### src/rtl/enhanced_stopwatch.sv
// enhanced_stopwatch: m.ss.d BCD stopwatch with up/down counting and a 0.1 s prescaler.
// Define ENHANCED_STOPWATCH_WRAP_EN to wrap at 9.59.9/0.00.0 instead of saturating.
module enhanced_stopwatch #(
    parameter int DVSR = 9999999
) (
    input  logic       clk,
    input  logic       reset_n,
    input  logic       go,
    input  logic       clr,
    input  logic       up,
    output logic [3:0] d3,
    output logic [3:0] d2,
    output logic [3:0] d1,
    output logic [3:0] d0
);
    localparam logic [26:0] TC = 27'(DVSR);
    logic [26:0] cnt;
    logic        tick;
    logic        at_max;
    logic        at_min;
    logic        hold;
    logic        c0, c1, c2;
    logic        b0, b1, b2;
    logic [3:0]  u3, u2, u1, u0;
    logic [3:0]  w3, w2, w1, w0;
    logic [3:0]  n3, n2, n1, n0;
    assign tick   = go && cnt == TC;
    assign at_max = d3 == 4'd9 && d2 == 4'd5 && d1 == 4'd9 && d0 == 4'd9;
    assign at_min = d3 == 4'd0 && d2 == 4'd0 && d1 == 4'd0 && d0 == 4'd0;
`ifdef ENHANCED_STOPWATCH_WRAP_EN
    assign hold = 1'b0;
`else
    assign hold = up ? at_max : at_min;
`endif
    // Ripple carry/borrow chains; the wrap values fall out naturally at the range ends.
    always_comb begin
        c0 = d0 == 4'd9;
        c1 = c0 && d1 == 4'd9;
        c2 = c1 && d2 == 4'd5;
        u0 = c0 ? 4'd0 : d0 + 4'd1;
        u1 = c0 ? (d1 == 4'd9 ? 4'd0 : d1 + 4'd1) : d1;
        u2 = c1 ? (d2 == 4'd5 ? 4'd0 : d2 + 4'd1) : d2;
        u3 = c2 ? (d3 == 4'd9 ? 4'd0 : d3 + 4'd1) : d3;
        b0 = d0 == 4'd0;
        b1 = b0 && d1 == 4'd0;
        b2 = b1 && d2 == 4'd0;
        w0 = b0 ? 4'd9 : d0 - 4'd1;
        w1 = b0 ? (d1 == 4'd0 ? 4'd9 : d1 - 4'd1) : d1;
        w2 = b1 ? (d2 == 4'd0 ? 4'd5 : d2 - 4'd1) : d2;
        w3 = b2 ? (d3 == 4'd0 ? 4'd9 : d3 - 4'd1) : d3;
        n0 = hold ? d0 : (up ? u0 : w0);
        n1 = hold ? d1 : (up ? u1 : w1);
        n2 = hold ? d2 : (up ? u2 : w2);
        n3 = hold ? d3 : (up ? u3 : w3);
    end
    always_ff @(posedge clk or negedge reset_n) begin
        if (!reset_n) begin
            cnt <= '0;
            {d3, d2, d1, d0} <= '0;
        end else if (clr) begin
            cnt <= '0;
            {d3, d2, d1, d0} <= '0;
        end else if (go) begin
            cnt <= tick ? 27'd0 : cnt + 27'd1;
            if (tick)
                {d3, d2, d1, d0} <= {n3, n2, n1, n0};
        end
    end
endmodule

### config.mk
export PLATFORM = sky130hd
export DESIGN_NAME = enhanced_stopwatch
export DESIGN_NICKNAME = d
export VERILOG_FILES = /design/src/rtl/enhanced_stopwatch.sv
export SDC_FILE = /design/constraint.sdc
export NUM_CORES = 1
export LEC_CHECK = 0
export ABC_AREA = 1
export BUFFER_PORTS_ARGS = -buffer_cell sky130_fd_sc_hd__buf_4
export CORE_AREA = 2 2 91 93
export CTS_CLUSTER_SIZE = 40
export DETAILED_ROUTE_END_ITERATION = 8
export DIE_AREA = 0 0 93 95
export PLACE_DENSITY = 0.66
export SLEW_MARGIN = 20
export SYNTH_ARGS = -nofsm -noshare
export SYNTH_HDL_FRONTEND = slang
export SYNTH_SLANG_ARGS = --single-unit
### constraint.sdc
create_clock -name clk -period 2.1 [get_ports clk]
set_input_delay 0.42 -clock clk [delete_from_list [all_inputs] [get_ports clk]]
set_output_delay 0.42 -clock clk [all_outputs]
set_load 0.05 [all_outputs]
==> impl_summary.log <==
INFO  metric globalRouteOverflowTotal = 0
INFO  metric cap_viol_max_count = 0
INFO  metric yosys_warnings = 0
INFO  metric insertion_delay = 300 ps
INFO  metric tritoncts.num_buffers = 5
INFO  metric cp_cell_sequence = ha_1, inv_1, nor2_4, nand2_2, nor2_2, nand3_2, nand2_4, buf_4, nand4_1, nand2_1
INFO  metric rsz_0062_raised_after_global_routing = yes
INFO  metric n_antenna_cell = 0
INFO  metric layout-drive-gt1-share = 10.28%
INFO  metric yosysMostFrequentCell = sky130_fd_sc_hd__nand2_1
INFO  metric fraction_of_registers_with_async_set_reset = 100.0%
INFO  metric die_h = between 90 and 100 µm
INFO  metric number_of_global_route_vias_before_repair = 2902
INFO  metric critical-path-slowest-cell = sky130_fd_sc_hd__dfrtp_1
INFO  metric finalCritPeriodShare = 88.54%
INFO  metric synth_top_area_share = 35.16%
INFO  metric timing.critical_path.buf_inv = 2
INFO  metric cp-end-kind = flop
INFO  metric postLayoutCoreUtil = 43.10%
INFO  metric p_leak = 1.610 nW
INFO  metric route.vias.total = 3085
INFO  metric cpLargestDelayFamily = simple AND/OR/NAND/NOR gates
INFO  metric rr_startpoint = cnt[1]$_DFFE_PN0P_
INFO  metric place_ws = 242.8 ps
INFO  metric setup_slack = around 240 ps
INFO  metric final.setup_skew = 5.294 ps
INFO  metric ys_types = 36
INFO  metric max_freq = 537.8 MHz
INFO  metric cts_max_level = 2
INFO  metric layout_area_growth_over_synthesis = 11.65%
INFO  metric crit_fanout = 23
INFO  metric routed_wire_length_per_instance = 12.89 µm
INFO  metric hold_viol_final = 0
INFO  metric synthDominantAreaCellType = sky130_fd_sc_hd__dfrtp_1
INFO  metric cts_buffer_depth = 2
INFO  metric detailed_router_iteration_count_before_antenna_repair = 4
INFO  metric worst_voltage_drop_across_the_vdd_grid = between 0.7 and 0.8 mV
INFO  metric grt_pass1_wl = 13210 µm
INFO  metric floorplan.initialDensity = 38.60%
INFO  metric synth-seq-cells = 43
INFO  metric vias_per_cell = 5.133
INFO  metric wl = 7749 µm
INFO  metric path_class = flop to flop
INFO  metric place.gp.congestion = 0.9915
INFO  metric power-per-cell-area = 855.5 nW/µm²
INFO  metric timing.critical_path.required = about 2300 ps
INFO  metric reg2reg_to = d3[3]$_DFFE_PN0P_
INFO  metric cts.clk_slew.worst_paths = 80 ps
INFO  metric cts_tree = built
INFO  metric syn-mean-instance-area = 6.484 µm²
INFO  metric timing.critical_path.slowest_cell_delay = approximately 400 ps
INFO  metric number_of_enable_flip_flop_cells_after_synthesis = 0
INFO  metric max-slew-margin-rel = ~64%
INFO  metric ctsResizeCount = 0
INFO  metric core_area = 7928 µm²
INFO  metric die-area = 8835 µm²
INFO  metric synthesis.instances = approximately 470
INFO  metric grt_usage = 18.69%
INFO  metric row_count = 33
INFO  metric timing.critical_path.from_type = flop
INFO  metric largest_net_degree_at_the_start_of_global_routing = 44
INFO  metric critPathArrivalTime = 2100 ps
INFO  metric chipWidth = 93 µm
INFO  metric io_buffer_count = 20
INFO  metric period_minus_slack = 1859 ps
INFO  metric max_slew.worst_pin.slew = 535.5 ps
INFO  metric final_net_count = approximately 500
INFO  metric synthTopCellsByArea = sky130_fd_sc_hd__dfrtp_1 35%, sky130_fd_sc_hd__nand2_1 18%, sky130_fd_sc_hd__nor2_1 8.8%
INFO  metric detailedPlacementHpwl = 5894 µm
INFO  metric grt_antenna_before_repair = 0
INFO  metric drcViolationCount = 0
INFO  metric outcome = finished, final reports clean
INFO  metric maxSlewViolCount = 0
INFO  metric holdCritPathClass = primary input to asynchronous set/reset pin
INFO  metric cts_root_buffer = sky130_fd_sc_hd__clkbuf_8
INFO  metric design.portCount = 21
INFO  metric seq_area_frac_synth = 35.16%
INFO  metric mappedNetlistNets = ~480
INFO  metric cts_sinks = 43
INFO  metric commonest_cells_in_the_synthesized_netlist = 143 x sky130_fd_sc_hd__nand2_1, 72 x sky130_fd_sc_hd__nor2_1, 51 x sky130_fd_sc_hd__inv_1, 43 x sky130_fd_sc_hd__dfrtp_1, 40 x sky130_fd_sc_hd__nand3_1
INFO  metric setup_viol = 0
INFO  metric detail_route.iter0.violations = about 190
INFO  metric r2r_setup_slack = 240 ps
INFO  metric drt.antenna.violating_nets = 0
INFO  metric ys.flop_type = sky130_fd_sc_hd__dfrtp_1
INFO  metric rr_worst_depth = 10
INFO  metric synth.cell_area = 3060 µm²
## stage by stage
step / cell area [µm²] / total power [mW] / hold slack (ps) / TNS [ps] / std cells
6_report: 3417 / 2.923 / 93.09 / 0 / 601
5_1_grt: 3417 / 3.122 / 144.5 / -2.339 / 601
2_1_floorplan: 3060 / 1.940 / 124.4 / 0 / 472
3_3_place_gp: 3311 / 2.279 / 440.5 / 0 / 594
3_5_place_dp: 3311 / 2.287 / 450.0 / 0 / 594
4_1_cts: 3417 / 2.940 / 111.3 / 0 / 601
## routing by layer
layer  wire length (µm)  GRT usage, %  vias up
met5                  0             0        -
met4                102         6.127        0
met3                366         2.953        8
met2               3711         31.70       76
met1               3569         24.42     1428
li1                   -             -     1573
## logic make-up (layout without fill, tap and decap cells)
| logic type | count (synthesis) | after routing | synth area share, % |
|---|---|---|---|
| simple gates | 306 | 306 | 44.03 |
| buf+inv | 62 | 86 | 8.830 |
| fa+ha+maj | 1 | 1 | 0.4088 |
| flops | 43 | 43 | 35.16 |
| compound gates | 54 | 54 | 9.853 |
| xor+xnor | 6 | 6 | 1.717 |
## worst max path at each step
stage / startpoint / to / slack, ps / cells after the start
2_1_floorplan: d0[3]$_DFFE_PN0P_ / d2[0]$_DFFE_PN0P_ / 340 / 10
3_3_place_gp: cnt[1]$_DFFE_PN0P_ / cnt[19]$_DFFE_PN0P_ / 310 / 10
3_5_place_dp: cnt[1]$_DFFE_PN0P_ / cnt[0]$_DFFE_PN0P_ / 240 / 9
4_1_cts: cnt[1]$_DFFE_PN0P_ / cnt[19]$_DFFE_PN0P_ / 230 / 10
5_1_grt: cnt[1]$_DFFE_PN0P_ / cnt[20]$_DFFE_PN0P_ / -2 / 10
6_report: cnt[1]$_DFFE_PN0P_ / d3[3]$_DFFE_PN0P_ / 240 / 10
## cell usage in the layout, fill, tap and decap left out, types with 2 or more instances in the layout
master,netlist,layout
sky130_fd_sc_hd__a21o_1,2,2
sky130_fd_sc_hd__a21oi_1,14,14
sky130_fd_sc_hd__buf_4,1,24
sky130_fd_sc_hd__clkbuf_8,0,5
sky130_fd_sc_hd__dfrtp_1,43,43
sky130_fd_sc_hd__inv_1,51,51
sky130_fd_sc_hd__inv_2,3,3
sky130_fd_sc_hd__nand2_1,143,143
sky130_fd_sc_hd__nand2_2,3,3
sky130_fd_sc_hd__nand2_4,3,3
sky130_fd_sc_hd__nand3_1,40,40
sky130_fd_sc_hd__nand3b_1,2,2
sky130_fd_sc_hd__nand4_1,20,20
sky130_fd_sc_hd__nor2_1,72,72
sky130_fd_sc_hd__nor2_2,5,5
sky130_fd_sc_hd__nor2_4,2,2
sky130_fd_sc_hd__nor3_1,11,11
sky130_fd_sc_hd__o211ai_1,4,4
sky130_fd_sc_hd__o21a_1,3,3
sky130_fd_sc_hd__o21ai_0,25,25
sky130_fd_sc_hd__o21ai_1,3,3
sky130_fd_sc_hd__xor2_1,6,6
## power by group
group          internal [mW]  switching [mW]  total, mW
combinational          0.352           0.809       1.16
sequential             0.929           0.187       1.12
clock                  0.348           0.298      0.646
total                   1.63            1.29       2.92
## worst reg2reg max path, delay by kind of cell (launching register included)
kind,cells,cell delay (ps)
AND/OR/NAND/NOR,7,890
adder cells (fa/ha/maj),1,220
buffers and inverters,2,280
flip-flops,1,400
## cell type report
type	instances	area, µm²
Fill cell	859	4511
Multi-Input combinational cell	367	1714
Sequential cell	43	1076
Inverter	55	209.0
Timing Repair Buffer	24	180.2
Tap cell	105	131.4
Clock buffer	5	68.82
Clock inverter	2	37.54
## flip-flops by register name, indices dropped and copies added (netlist names)
register  cells
cnt          27
d0            4
d2            4
d3            4
d1            4
## timing repair
| action | 4_1_cts | 5_1_grt |
|---|---|---|
| hold buffers | 0 | 0 |
| setup endpoints to repair | 0 | 1 |
| buffers inserted | 0 | 0 |
No activity file was read; power rests on OpenSTA's default activity.
